===== config.mk =====
export PLATFORM = sky130hd
export DESIGN_NAME = aes_rcon_gen
export DESIGN_NICKNAME = d
export VERILOG_FILES = /design/src/rtl/aes_rcon_gen.sv
export SDC_FILE = /design/constraint.sdc
export NUM_CORES = 1
export LEC_CHECK = 0
export ABC_AREA = 1
export CAP_MARGIN = 0
export CORE_AREA = 2 2 56 63
export CTS_CLUSTER_DIAMETER = 120
export DETAILED_ROUTE_END_ITERATION = 10
export DIE_AREA = 0 0 58 65
export GPL_ROUTABILITY_DRIVEN = 0
export PLACE_DENSITY = 0.83
export SLEW_MARGIN = 0
export SYNTH_ARGS = -nofsm -noshare
export SYNTH_HDL_FRONTEND = slang
export SYNTH_SLANG_ARGS = --single-unit

===== constraint.sdc =====
create_clock -name clk -period 4.2 [get_ports clk]
set_clock_uncertainty 0.2 [all_clocks]
set_input_delay 0.42 -clock clk [delete_from_list [all_inputs] [get_ports clk]]
set_output_delay 0.42 -clock clk [all_outputs]
set_load 0.02 [all_outputs]

===== src/rtl/aes_rcon_gen.sv =====
// Sequential AES round-constant generator: steps a GF(2^8) byte by xtime (forward)
// or inverse xtime (reverse) and streams each constant over a valid/ready handshake.
module aes_rcon_gen #(
  parameter int unsigned WORD_W   = 32,
  parameter logic [7:0]  POLY     = 8'h1b,
  parameter logic [7:0]  POLY_INV = (POLY >> 1) | 8'h80
) (
  input  logic              clk,
  input  logic              rst_n,
  input  logic              start,
  input  logic [1:0]        key_mode,
  input  logic              reverse,
  input  logic              rcon_ready,
  output logic              rcon_valid,
  output logic [WORD_W-1:0] rcon,
  output logic [3:0]        round,
  output logic              last,
  output logic              busy,
  output logic              done
);

  typedef enum logic [1:0] {IDLE, RUN, DONE} state_e;

  function automatic logic [7:0] xtime(input logic [7:0] b);
    return {b[6:0], 1'b0} ^ (b[7] ? POLY : 8'h00);
  endfunction

  function automatic logic [7:0] inv_xtime(input logic [7:0] b);
    return (b >> 1) ^ (b[0] ? POLY_INV : 8'h00);
  endfunction

  // The n-th constant of the forward schedule, evaluated at elaboration time.
  function automatic logic [7:0] rcon_at(input int n);
    logic [7:0] b;
    b = 8'h01;
    for (int i = 1; i < n; i++) b = xtime(b);
    return b;
  endfunction

  localparam logic [7:0] FINAL_128 = rcon_at(10);
  localparam logic [7:0] FINAL_192 = rcon_at(8);
  localparam logic [7:0] FINAL_256 = rcon_at(7);
  localparam logic [7:0] FINAL_EXT = rcon_at(14);

  function automatic logic [3:0] limit_of(input logic [1:0] mode);
    case (mode)
      2'b00:   return 4'd10;
      2'b01:   return 4'd8;
      2'b10:   return 4'd7;
      default: return 4'd14;
    endcase
  endfunction

  function automatic logic [7:0] final_of(input logic [1:0] mode);
    case (mode)
      2'b00:   return FINAL_128;
      2'b01:   return FINAL_192;
      2'b10:   return FINAL_256;
      default: return FINAL_EXT;
    endcase
  endfunction

  state_e     state_q, state_d;
  logic [7:0] byte_q, byte_d;
  logic [3:0] round_q, round_d;
  logic [3:0] limit_q, limit_d;
  logic       reverse_q, reverse_d;
  logic       is_final;

  assign is_final = reverse_q ? (round_q == 4'd1) : (round_q == limit_q);

  // start wins over a simultaneous accept; mode and direction are frozen until the next start.
  always_comb begin
    state_d   = state_q;
    byte_d    = byte_q;
    round_d   = round_q;
    limit_d   = limit_q;
    reverse_d = reverse_q;
    if (start) begin
      state_d   = RUN;
      limit_d   = limit_of(key_mode);
      reverse_d = reverse;
      if (reverse) begin
        byte_d  = final_of(key_mode);
        round_d = limit_of(key_mode);
      end else begin
        byte_d  = 8'h01;
        round_d = 4'd1;
      end
    end else begin
      case (state_q)
        RUN: begin
          if (rcon_ready) begin
            if (is_final) begin
              state_d = DONE;
            end else if (reverse_q) begin
              byte_d  = inv_xtime(byte_q);
              round_d = round_q - 4'd1;
            end else begin
              byte_d  = xtime(byte_q);
              round_d = round_q + 4'd1;
            end
          end
        end
        DONE:    state_d = IDLE;
        default: state_d = IDLE;
      endcase
    end
  end

  always_ff @(posedge clk or negedge rst_n) begin
    if (!rst_n) begin
      state_q   <= IDLE;
      byte_q    <= 8'h00;
      round_q   <= 4'd0;
      limit_q   <= 4'd0;
      reverse_q <= 1'b0;
    end else begin
      state_q   <= state_d;
      byte_q    <= byte_d;
      round_q   <= round_d;
      limit_q   <= limit_d;
      reverse_q <= reverse_d;
    end
  end

  // Outputs depend only on flops; constant and index read as zero outside RUN.
  always_comb begin
    rcon_valid = (state_q == RUN);
    busy       = (state_q != IDLE);
    done       = (state_q == DONE);
    last       = rcon_valid && is_final;
    round      = rcon_valid ? round_q : 4'd0;
    rcon       = '0;
    if (rcon_valid) rcon[WORD_W-1 -: 8] = byte_q;
  end

endmodule

==> flow_metrics.tcl, run 1 <==
set metrics [dict create \
    rows 22 \
    ioPinCount 47 \
    grt_pass1_vias 1190 \
    clk_latency_ns 0.31 \
    power_density_mw_per_mm2 469 \
    end_kind "output pin" \
    setup.worst_path.class "reg -> out" \
    syn_to_final_growth_pct 9.91 \
    final_hold_viol_count 0 \
    worstMarginPinSlew_ns 0.874 \
    firstDrtPassIters 4 \
    synthTopCellsByArea "dfrtp_1 (31%), buf_4 (12%), nand2_1 (11%)" \
    yosys.area_share.xor_xnor_pct 2.84 \
    clk_path_buf_depth 2 \
    grt_use_total_pct 18.8 \
    syn_area_mm2 0.00154 \
    drt-wirelength-per-cell_um 12.5 \
    clk_pin_slew_ns 0.11 \
    whs_ns 0.331 \
    synth_warnings 0 \
    p_leak_uw 0.000855 \
    clkSinkCount 19 \
    slew_violations 0 \
    final_common_cell "nand2_1" \
    crit_path_start_kind "register" \
    seq_area_frac_synth_pct 30.9 \
    min_period_ns 2.74 \
    grt-ovfl-total 0 \
    synth.top_cell.area_share_pct 30.9 \
    yosys.area.top_type "dfrtp_1" \
    via_per_inst 5.03 \
    synth-adder-area-share_pct 6.50 \
    fin_crit_sh_pct 65.3 \
    crit_start "round_q[1]$_DFFE_PN0P_" \
    drt_iter0_drc 52 \
    wl_met3_um 199 \
    start_util_pct 48.2 \
    fmax_mhz 364 \
    wl_um 3260 \
    cts_htree_levels 1 \
    die_area_mm2 0.00377 \
    ys.flop_type "dfrtp_1" \
    cts_hold_buf 0 \
    dr_total_vias 1309 \
    cts_buffers 3 \
    setup_viol 0 \
    post-cts-setup-buffer-count 0 \
    drc 0 \
    hold_start "byte_q[4]$_DFFE_PN0P_" \
    slew_headroom_pct 41.5 \
    cts_tree "yes" \
    mostFrequentLayoutCells "nand2_1 (47), conb_1 (24), clkdlybuf4s50_1 (22)" \
    n_antenna_cell 0 \
    ys_ff_latch 19 \
    rsz0062_at_grt "false" \
    top_layer "met4" \
    synth_compound_area_share_pct 10.2 \
    grt_pass1_wl_um 5470 \
    critical_path_arrival_ns 2.12 \
    synth-edff-count 0 \
    grt_max_degree 25 \
    core-area_mm2 0.00319 \
    fin_nets 240 \
    async_reset_ff_share_pct 100 \
    dp.final_hpwl_um 2400 \
    die_h_um 65 \
    synth-simple-area-share_pct 29.1 \
    rrSetupSlack_ns 2.31 \
    status "finished, final reports clean" \
    cts-resized-gates 0 \
    wirelength_met1_um 1380 \
    hold_path.class "reg -> reg" \
    synth_top_family_by_area "simple AND/OR/NAND/NOR gates" \
    antenna_found_initial 0 \
    ir_drop_uv 278 \
    cap_viol_max_count 0 \
    ant_nets 0 \
    cp_max_fo 5 \
    tns_ns 0 \
    syn-instance-count 206 \
    drive_gt1_share_pct 8.04 \
    ys_types 29 \
    root_buffer "clkbuf_4" \
    avgSynthCellArea_um2 7.48 \
    dr_wl_met2_um 1620 \
    synthMuxAreaShare_pct 0 \
    worstPathRequired_ns 3.58 \
    die_x_um 58 \
    port_buffers 22 \
    r2r-start "state_q[1]$_DFFE_PN0P_" \
]
==> Yosys cell counts (4+ instances only) <==
master    instances
dfrtp_1          19
nor2_1           17
o221ai_1          7
nand3_1          16
o21ai_0           6
inv_2             4
buf_4            24
inv_1            19
ha_1              8
nand2_2           5
nand2_1          47
a21oi_1           4
xnor2_1           5
==> layer usage <==
metal  vias up  GRT usage [%]
li1        651              -
met1       597           23.1
met2        53           32.4
met3         8           2.00
met4         0           9.01
met5         -              0
==> metrics by stage <==
step           util (%)  cell area, um2  instances  worst slack (ns)  power [uW]
2_1_floorplan         -            1630        229              2.33         577
5_1_grt            53.0            1690        260              1.31         854
3_3_place_gp       52.2            1670        256              1.82         692
3_5_place_dp       52.2            1670        256              1.82         698
6_report           53.0            1690        260              1.46         795
4_1_cts            53.0            1690        260              1.45         797
==> power by group <==
part | leakage (uW) | switching, uW | internal, uW
sequential | 0.000236 | 47.8 | 222
clock | 0.0000150 | 60.6 | 37.1
combinational | 0.000605 | 257 | 170
==> critical path: stages, from the launching register on <==
cell             delay (ns)
dfrtp_1                0.46
inv_1                  0.16
ha_1                   0.16
nand4_1                0.20
a21oi_1                0.21
clkdlybuf4s50_1        0.63
==> cell type report <==
type / instances / area [um2]
timing repair buffer: 22 / 220
clock buffer: 4 / 26.3
inverter: 23 / 86.3
fill: 336 / 1500
tap: 36 / 45.0
sequential: 19 / 475
multi-input combinational: 156 / 840
==> state kept, by name, indices dropped and copies added, names as in the netlist <==
| signal | count |
|---|---|
| byte_q | 8 |
| limit_q | 4 |
| state_q | 2 |
| reverse_q | 1 |
| round_q | 4 |
==> path summary, 6_finish.rpt <==
kind                       cells after the start               endpoint
setup / recovery                               5                   last
hold / removal                                 2  byte_q[4]$_DFFE_PN0P_
setup reg to reg                               7  byte_q[5]$_DFFE_PN0P_
hold reg to reg                                2  byte_q[4]$_DFFE_PN0P_
max in group asynchronous                      1  byte_q[3]$_DFFE_PN0P_
min in group asynchronous                      1  byte_q[2]$_DFFE_PN0P_
==> logic make-up (layout without fill, tap and decap cells) <==
kind of cell               count (synthesis)  after routing
and+or+nand+nor                           95             95
buffers and inverters                     54             49
AOI/OAI and AO/OA                         24             24
DFF                                       19             19
adders and majority gates                  8              8
xor gates and xnor gates                   5              5
other                                      1             24
Note: power is estimated with default switching activity, not from simulation.
==> run 2: changes to the inputs <==
--- a/config.mk
+++ b/config.mk
@@ -7,12 +7,12 @@
 export LEC_CHECK = 0
 export ABC_AREA = 1
 export CAP_MARGIN = 0
-export CORE_AREA = 2 2 56 63
+export CORE_AREA = 2 2 61 69
 export CTS_CLUSTER_DIAMETER = 120
 export DETAILED_ROUTE_END_ITERATION = 10
-export DIE_AREA = 0 0 58 65
+export DIE_AREA = 0 0 63 71
 export GPL_ROUTABILITY_DRIVEN = 0
-export PLACE_DENSITY = 0.83
+export PLACE_DENSITY = 0.74
 export SLEW_MARGIN = 0
 export SYNTH_ARGS = -nofsm -noshare
 export SYNTH_HDL_FRONTEND = slang
==> constraint.sdc (replaced) <==
create_clock -name clk -period 2.5 [get_ports clk]
set_clock_uncertainty 0.2 [all_clocks]
set_input_delay 0.25 -clock clk [delete_from_list [all_inputs] [get_ports clk]]
set_output_delay 0.25 -clock clk [all_outputs]
set_load 0.02 [all_outputs]
==> run 2 against run 1 <==
Worst setup slack lost 1.3 ns. Total power up 74%. Cell count rose by 7.3%. Sequential power grew 67%. Clock power is 120% higher. Register-to-register slack got worse by 1.7 ns.
==> flow_metrics.tcl, run 2 (same netlist as run 1, synthesis figures left out) <==
set metrics [dict create \
    end_kind "output pin" \
    n_antenna_cell 0 \
    syn_to_final_growth_pct 14.1 \
    multiInputGateArea_um2 840 \
    cp_max_fo 16 \
    place_area_mm2 0.00171 \
    setup_slack_ns 0.175 \
    ant_nets 0 \
    critical_path_arrival_ns 1.87 \
    rr_worst_depth 7 \
    clk_latency_ns 0.26 \
    root_buffer "clkbuf_8" \
    fmax_mhz 430 \
    grt_use_total_pct 14.8 \
    worstPathRequired_ns 2.05 \
    worstMarginPinSlew_ns 0.535 \
    final_hold_viol_count 0 \
    cap_viol_max_count 0 \
    ioPinCount 47 \
    firstDrtPassIters 4 \
    power_density_mw_per_mm2 788 \
    antenna_found_initial 0 \
    cts_buffers 3 \
    crit_path_start_kind "register" \
    die_h_um 71 \
    clkSinkCount 19 \
    ir_drop_uv 350 \
    fin_nets 243 \
    grt_pass1_wl_um 5400 \
    grt-ovfl-total 0 \
    cts_tree "yes" \
    p_leak_uw 0.000894 \
    mostFrequentLayoutCells "nand2_1 (47), conb_1 (24), clkdlybuf4s50_1 (21)" \
    setup.worst_path.class "reg -> out" \
    rows 24 \
    drive_gt1_share_pct 9.25 \
    slew_headroom_pct 64.2 \
    slew_violations 0 \
    regArea_um2 475 \
    slowest_stage "clkdlybuf4s50_1" \
    die_area_mm2 0.00447 \
    clk_pin_slew_ns 0.08 \
    critPathMaxStageDelay_ns 0.63 \
    rsz0062_at_grt "false" \
    largest_reg_flops 8 \
    clk_path_buf_depth 2 \
    core-area_mm2 0.00381 \
    worstPathCellList "inv_1 -> nand2_1 -> nor2_1 -> clkdlybuf4s50_1" \
    drt_iter0_drc 51 \
    grt_pass1_vias 1186 \
    min_period_ns 2.32 \
    final_common_cell "nand2_1" \
    fin_area_mm2 0.00176 \
    hold_path.class "in -> async" \
    dp_slack_ns 0.300 \
    start_util_pct 40.4 \
    largest_register "byte_q" \
    dr_total_vias 1284 \
    top_regs "byte_q: 8 flops, limit_q: 4 flops, round_q: 4 flops" \
    die_x_um 63 \
    port_buffers 22 \
    tns_ns 0 \
    fin_crit_sh_pct 93.0 \
    wl_um 3210 \
    fillCellCount 395 \
    setup_viol 0 \
    cts_htree_levels 1 \
    drc 0 \
    dp.final_hpwl_um 2380 \
    via_per_inst 4.60 \
    drt-wirelength-per-cell_um 11.5 \
    grt_max_degree 20 \
    status "finished, final reports clean" \
]
## run 2: critical path, delay by kind of cell, from the launching register on
kind                   cells  cell delay (ns)
buffers and inverters      2             0.70
DFF                        1             0.37
and+or+nand+nor            2             0.55
## run 2: where the power goes
group | switching [uW] | internal (uW)
sequential | 76.3 | 373
combinational | 427 | 289
clock | 105 | 113
## run 2: final cells by class
cell class | instances | area share [%]
tap | 52 | 3.70
sequential | 19 | 27.1
inverter | 23 | 4.91
timing repair buffer | 25 | 14.0
clock buffer | 4 | 2.56
multi-input combinational | 156 | 47.8
## run 2: final timing paths
check	start	endpoint	slack, ns
hold / removal	rst_n	byte_q[6]$_DFFE_PN0P_	0.13
min in group clk	byte_q[6]$_DFFE_PN0P_	byte_q[6]$_DFFE_PN0P_	0.32
max in group asynchronous	rst_n	byte_q[2]$_DFFE_PN0P_	1.75
hold reg to reg	byte_q[6]$_DFFE_PN0P_	byte_q[6]$_DFFE_PN0P_	0.32
setup / recovery	state_q[1]$_DFFE_PN0P_	round[1]	0.18
setup reg to reg	state_q[1]$_DFFE_PN0P_	byte_q[0]$_DFFE_PN0P_	0.65
## run 2: layer usage
layer	share of wire [%]	global-route usage [%]
met1	46	19.4
met2	48	26.1
met3	5.2	2.38
met4	0.47	2.72
met5	0	0
## run 2: per-stage QoR
step / utilization [%] / total power, uW / cells / hold slack, ns
after floorplan: - / 969 / 229 / -0.246
after global placement: 44.8 / 1160 / 275 / 0.294
after detailed placement: 44.8 / 1170 / 275 / 0.300
after CTS: 46.0 / 1400 / 279 / 0.143
after global routing: 46.1 / 1490 / 279 / 0.171
final: 46.1 / 1380 / 279 / 0.130
## run 2: timing repair
| action | 4_1_cts | 5_1_grt |
|---|---|---|
| hold endpoints to repair | 0 | 0 |
| setup buffers | 0 | 0 |
| resized for setup | 0 | 1 |
| setup endpoints to repair | 0 | 1 |
| hold buffers | 0 | 0 |
